--- src/rtl/uart_rx_frame_ctrl_pkg.sv ---
// Shared definitions for the UART frame controller: FSM states, default
// header byte and the running checksum step.
package uart_rx_frame_ctrl_pkg;

  typedef enum logic [2:0] {
    ST_IDLE,
    ST_LEN,
    ST_PAYLOAD,
    ST_CKSUM,
    ST_HOLD
  } state_e;

  localparam logic [7:0] HDR_BYTE_DEF = 8'hA5;

  function automatic logic [7:0] cksum_add(input logic [7:0] a, input logic [7:0] b);
    return a + b;
  endfunction

endpackage

--- src/rtl/uart_frame_buf.sv ---
// Payload register file: one synchronous write port, one combinational read
// port. No reset; contents are only meaningful below the held frame length.
module uart_frame_buf #(
  parameter int DEPTH = 16,
  parameter int AW    = $clog2(DEPTH)
) (
  input  logic          clk,
  input  logic          we,
  input  logic [AW-1:0] waddr,
  input  logic [7:0]    wdata,
  input  logic [AW-1:0] raddr,
  output logic [7:0]    rdata
);

  logic [DEPTH-1:0][7:0] mem;

  always_ff @(posedge clk) begin
    if (we) mem[waddr] <= wdata;
  end

  assign rdata = mem[raddr];

endmodule

--- src/rtl/uart_rx_frame_ctrl.sv ---
// Frame assembler between the UART byte receiver and the command decoder:
// HDR, LEN, payload, 8-bit additive checksum, then held until acknowledged.
module uart_rx_frame_ctrl
  import uart_rx_frame_ctrl_pkg::*;
#(
  parameter logic [7:0] HDR_BYTE    = HDR_BYTE_DEF,
  parameter int         MAX_LEN     = 16,
  parameter int         TIMEOUT_CYC = 50000
) (
  input  logic                       clk,
  input  logic                       rst,
  output logic                       rx_en,
  input  logic                       rx_done,
  input  logic [7:0]                 rx_byte,
  output logic                       frm_valid,
  input  logic                       frm_ack,
  output logic [7:0]                 frm_len,
  input  logic [$clog2(MAX_LEN)-1:0] rd_addr,
  output logic [7:0]                 rd_data,
  output logic                       err_cksum,
  output logic                       err_len,
  output logic                       err_timeout
);

  localparam int              AW       = $clog2(MAX_LEN);
  localparam int              TW       = $clog2(TIMEOUT_CYC);
  localparam logic [TW-1:0]   TMO_LAST = TW'(TIMEOUT_CYC - 1);
  localparam logic [7:0]      MAX_B    = 8'(MAX_LEN);

  state_e         state, state_n;
  logic           rx_done_q, byte_stb;
  logic [7:0]     len, len_n, idx, idx_n, sum, sum_n, frm_len_n;
  logic [TW-1:0]  tcnt, tcnt_n;
  logic           active, tmo, buf_we;
  logic           e_len_n, e_cksum_n, e_tmo_n;
  logic [7:0]     buf_rdata;

  // Strobes arriving in HOLD belong to a byte the receiver had in flight; drop them.
  assign byte_stb  = rx_done_q;
  assign frm_valid = (state == ST_HOLD);
  assign active    = (state == ST_LEN) || (state == ST_PAYLOAD) || (state == ST_CKSUM);
  assign tmo       = active && !byte_stb && (tcnt == TMO_LAST);

  always_comb begin
    state_n   = state;
    len_n     = len;
    idx_n     = idx;
    sum_n     = sum;
    frm_len_n = frm_len;
    buf_we    = 1'b0;
    e_len_n   = 1'b0;
    e_cksum_n = 1'b0;
    e_tmo_n   = 1'b0;
    case (state)
      ST_IDLE: if (byte_stb && rx_byte == HDR_BYTE) state_n = ST_LEN;
      ST_LEN: if (byte_stb) begin
        if (rx_byte == 8'd0 || rx_byte > MAX_B) begin
          e_len_n = 1'b1;
          state_n = ST_IDLE;
        end else begin
          len_n   = rx_byte;
          idx_n   = 8'd0;
          sum_n   = rx_byte;
          state_n = ST_PAYLOAD;
        end
      end
      ST_PAYLOAD: if (byte_stb) begin
        buf_we = 1'b1;
        sum_n  = cksum_add(sum, rx_byte);
        idx_n  = idx + 8'd1;
        if (idx == len - 8'd1) state_n = ST_CKSUM;
      end
      ST_CKSUM: if (byte_stb) begin
        if (rx_byte == sum) begin
          frm_len_n = len;
          state_n   = ST_HOLD;
        end else begin
          e_cksum_n = 1'b1;
          state_n   = ST_IDLE;
        end
      end
      ST_HOLD: if (frm_ack) state_n = ST_IDLE;
      default: state_n = ST_IDLE;
    endcase
    // tmo already excludes byte_stb, so a byte landing on expiry wins.
    if (tmo) begin
      e_tmo_n = 1'b1;
      state_n = ST_IDLE;
    end
    tcnt_n = (!active || byte_stb || state_n != state) ? '0 : tcnt + 1'b1;
  end

  always_ff @(posedge clk) begin
    if (rst) begin
      state       <= ST_IDLE;
      rx_done_q   <= 1'b0;
      rx_en       <= 1'b0;
      len         <= '0;
      idx         <= '0;
      sum         <= '0;
      tcnt        <= '0;
      frm_len     <= '0;
      err_len     <= 1'b0;
      err_cksum   <= 1'b0;
      err_timeout <= 1'b0;
    end else begin
      state       <= state_n;
      rx_done_q   <= rx_done && (state != ST_HOLD);
      rx_en       <= (state_n != ST_HOLD);
      len         <= len_n;
      idx         <= idx_n;
      sum         <= sum_n;
      tcnt        <= tcnt_n;
      frm_len     <= frm_len_n;
      err_len     <= e_len_n;
      err_cksum   <= e_cksum_n;
      err_timeout <= e_tmo_n;
    end
  end

  uart_frame_buf #(.DEPTH(MAX_LEN), .AW(AW)) u_buf (
    .clk   (clk),
    .we    (buf_we),
    .waddr (idx[AW-1:0]),
    .wdata (rx_byte),
    .raddr (rd_addr),
    .rdata (buf_rdata)
  );

  assign rd_data = (8'(rd_addr) < frm_len) ? buf_rdata : 8'd0;

endmodule

--- config.mk ---
export PLATFORM = sky130hd
export DESIGN_NAME = uart_rx_frame_ctrl
export DESIGN_NICKNAME = d
export VERILOG_FILES = /design/src/rtl/uart_rx_frame_ctrl_pkg.sv /design/src/rtl/uart_frame_buf.sv /design/src/rtl/uart_rx_frame_ctrl.sv
export SDC_FILE = /design/constraint.sdc
export NUM_CORES = 1
export LEC_CHECK = 0
export BUFFER_PORTS_ARGS = -buffer_cell sky130_fd_sc_hd__buf_4
export CAP_MARGIN = 20
export CORE_MARGIN = 2
export CORE_UTILIZATION = 40
export DETAILED_ROUTE_END_ITERATION = 16
export PLACE_DENSITY_LB_ADDON = 0.05
export SLEW_MARGIN = 0
export SYNTH_ARGS = -nofsm -noshare
export SYNTH_HDL_FRONTEND = slang
export SYNTH_SLANG_ARGS = --single-unit
--- constraint.sdc ---
create_clock -name clk -period 6.3 [get_ports clk]
set_input_delay 0.63 -clock clk [delete_from_list [all_inputs] [get_ports clk]]
set_output_delay 0.63 -clock clk [all_outputs]
set_load 0.005 [all_outputs]
==> impl_metrics.toml <==
[synthesis]
yosysSeqAreaShare_pct = 61.93
syn_area_per_cell_um2 = 14.24
yosysTopAreaCell = "edfxtp_1"
ys_seq_elements = 184
yosysMostFrequentCell = "edfxtp_1"
ys_top_cells_by_count = "128 x edfxtp_1, 56 x dfxtp_1, 51 x nor2_1"
async_flop_share_pct = 0
synth-edff-count = 128
synth_top_area_share_pct = 47.95
synth_area_leaders = "edfxtp_1 48%, dfxtp_1 14%, mux4_2 11%, ha_1 2.5%, nor2_1 2.4%"
synth.distinct_cells = 56
ys_warn_count = 0
ys.flop_type = "edfxtp_1"
synth_area_mm2 = 0.008016
synth_nets = 596
synthCells = 563

[clock_network]
cts-hold-fix-buffers = 0
ctsRootBufferMaster = "clkbuf_16"
htree_levels = 4
cts_sinks = 184
post_cts.repair.setup_buffers = 0
clkTransAtPathRegs_ns = 0.07
cts_resized = 0
numCtsBuffers = 17
clk_path_buf_depth = 2
clock_latency_ns = 0.44
cts_tree = "built"

[placed_design]
dp_slack_ns = 3.023
dp_hpwl_mm = 12.22
finalWeightedCongestion = 0.7714
port_buffers = 36

[timing]
max-slew-margin-rel_pct = 26.48
period_share_pct = 51.74
hold_viol_final = 0
slew_viol_final = 0
finalSetupViolCount = 0
finalCriticalPeriod_ns = 3.260
rsz0062_at_grt = "false"
fmax_ghz = 0.3068
clock_skew_ns = 0.009961
fin_ws_ns = 3.040
worst_slew_pin_slew_ns = 1.099
setup-tns-final_ns = 0

[grt]
grt_max_degree = 34
first_global_vias = 4782
overflow = 0
track_usage_pct = 18.43
antenna_found_initial = 0
grt_pass1_wl_mm = 28.94

[pwr]
swShare_pct = 21.02
p_int_mw = 1.916
netSwitchingPower_uw = 509.9
leakage_nw = 3.195
powerDensity_mw_per_mm2 = 264.1
clkPwrFrac_pct = 42.6
p_seq_share_pct = 53.2
p_comb_share_pct = 4.1
vdd_drop_max_v = 0.0001959

[final_layout]
syn2layout_area_growth_pct = 14.61
layout-drive-gt1-share_pct = 20.29
nets = 636
fillers = 1739
n_antenna_cell = 0

[routing]
dr_wl_met3_um = 593
dr.pass1.iters = 4
top_layer_used = "met4"
wl_met1_mm = 8.601
drt_iter0_drc = 294
drc_errors = 0
routed_wl_mm = 18.78
routed_via_density = 5.455
vias = 4806
wl_per_cell_um = 21.31
final_antenna_net_count = 0
met2WireLength_mm = 9.353

[floorplanning]
die_area_mm2 = 0.02119
ios = 37
die_w_um = 145.6
die_y_um = 145.6
fp-row-count = 51
initial_core_util_pct = 40.92
core_area_mm2 = 0.01959

[setup_path]
required_ns = 5.67
crit_start = "rd_addr[1]"
reg2reg_from = "state[2]$_SDFF_PP0_"
crit_fanout = 33
startpoint_type = "input port"
critPathKind = "in2out"
worst_ep_arrival_time_ns = 2.63
timing.critical_path.to_type = "output pin"

[hold_path]
hold_class = "in2reg"
min-delay-start = "rx_done"

[outcome]
outcome = "completed"

[flow_run]
max_cap_viol_count = 0
## placed cells by master, fill, tap and decap left out, types with 5 or more instances in the layout
master / synthesis / routed
a21boi_0: 8 / 8
nand2_1: 36 / 36
mux4_2: 40 / 40
mux2i_1: 13 / 13
clkbuf_16: 0 / 17
o21ai_0: 5 / 5
nand4_1: 10 / 10
dfxtp_1: 56 / 56
nand2b_1: 10 / 10
nor2_1: 51 / 51
nand3_1: 11 / 11
and2_1: 10 / 10
o31ai_1: 6 / 6
a21oi_1: 12 / 12
ha_1: 16 / 16
nor3_2: 1 / 6
xnor2_1: 13 / 13
and3_1: 6 / 6
buf_6: 3 / 5
and4_1: 5 / 5
nor3_1: 15 / 10
buf_4: 1 / 39
edfxtp_1: 128 / 128
xor2_1: 16 / 16
a211oi_1: 5 / 5
inv_1: 16 / 16
a21o_1: 6 / 6
## routing by layer
metal / track usage (%) / up-vias
li1: - / 2234
met1: 24.51 / 2462
met2: 31.16 / 95
met3: 2.978 / 15
met4: 5.833 / 0
met5: 0 / -
## logic make-up after synthesis
family / count (synthesis) / synth area share, %
mux: 54 / 13.00
xor+xnor: 29 / 3.168
flops: 184 / 61.93
fa+ha+maj: 17 / 2.747
simple gates: 177 / 11.32
buf+inv: 39 / 2.201
compound gates: 63 / 5.635
## per-stage QoR
stage          util, %  cell area [µm²]  hold WS [ns]  total power, mW  instances
2_1_floorplan        -             8016        0.4452            1.378        563
3_3_place_gp     43.71             8562        0.4648            1.419        844
3_5_place_dp     43.99             8618        0.4694            1.420        849
4_1_cts          46.90             9188        0.4067            2.450        881
5_1_grt          46.90             9188        0.4228            2.508        881
6_report         46.90             9188        0.4176            2.426        881
## power by group through the flow
stage / Combinational, mW / Sequential, mW / Clock, mW
after floorplan: 0.0601 / 1.32 / 0
after global placement: 0.101 / 1.32 / 0
after detailed placement: 0.103 / 1.32 / 0
after CTS: 0.103 / 1.29 / 1.06
after global routing: 0.109 / 1.29 / 1.11
final: 0.101 / 1.29 / 1.03
## worst max-delay path: stages
cell and delay (ns):
buf_4 0.41, ha_1 0.33, a21o_1 0.15, a21o_1 0.17, a21o_1 0.32, a21boi_0 0.42
buf_4 0.19
## sequential cells by signal, summed over array words and instances (netlist names), 3 cells and up
name	cells
u_buf.mem	128
tcnt	16
frm_len	8
idx	8
len	8
sum	8
state	3
## worst paths after layout
kind | end | slack, ns | cells after the start
worst max register to register | u_buf.mem[122]$_DFFE_PP_ | 3.63 | 3
worst min register to register | sum[6]$_SDFFE_PP0P_ | 0.48 | 2
worst max-delay path | rd_data[1] | 3.04 | 7
worst min-delay path | byte_stb$_SDFF_PP0_ | 0.42 | 2
## cell type report
class / instances / area, µm² / share of cell area (%)
Timing Repair Buffer: 44 / 349.1 / 3.800
Multi-Input combinational cell: 340 / 2913 / 31.70
Inverter: 16 / 60.06 / 0.6537
Clock buffer: 23 / 478.0 / 5.202
Tap cell: 265 / 331.6 / 3.609
Sequential cell: 184 / 4965 / 54.04
Clock inverter: 9 / 91.34 / 0.9941
Power figures use the tool's default switching activity.
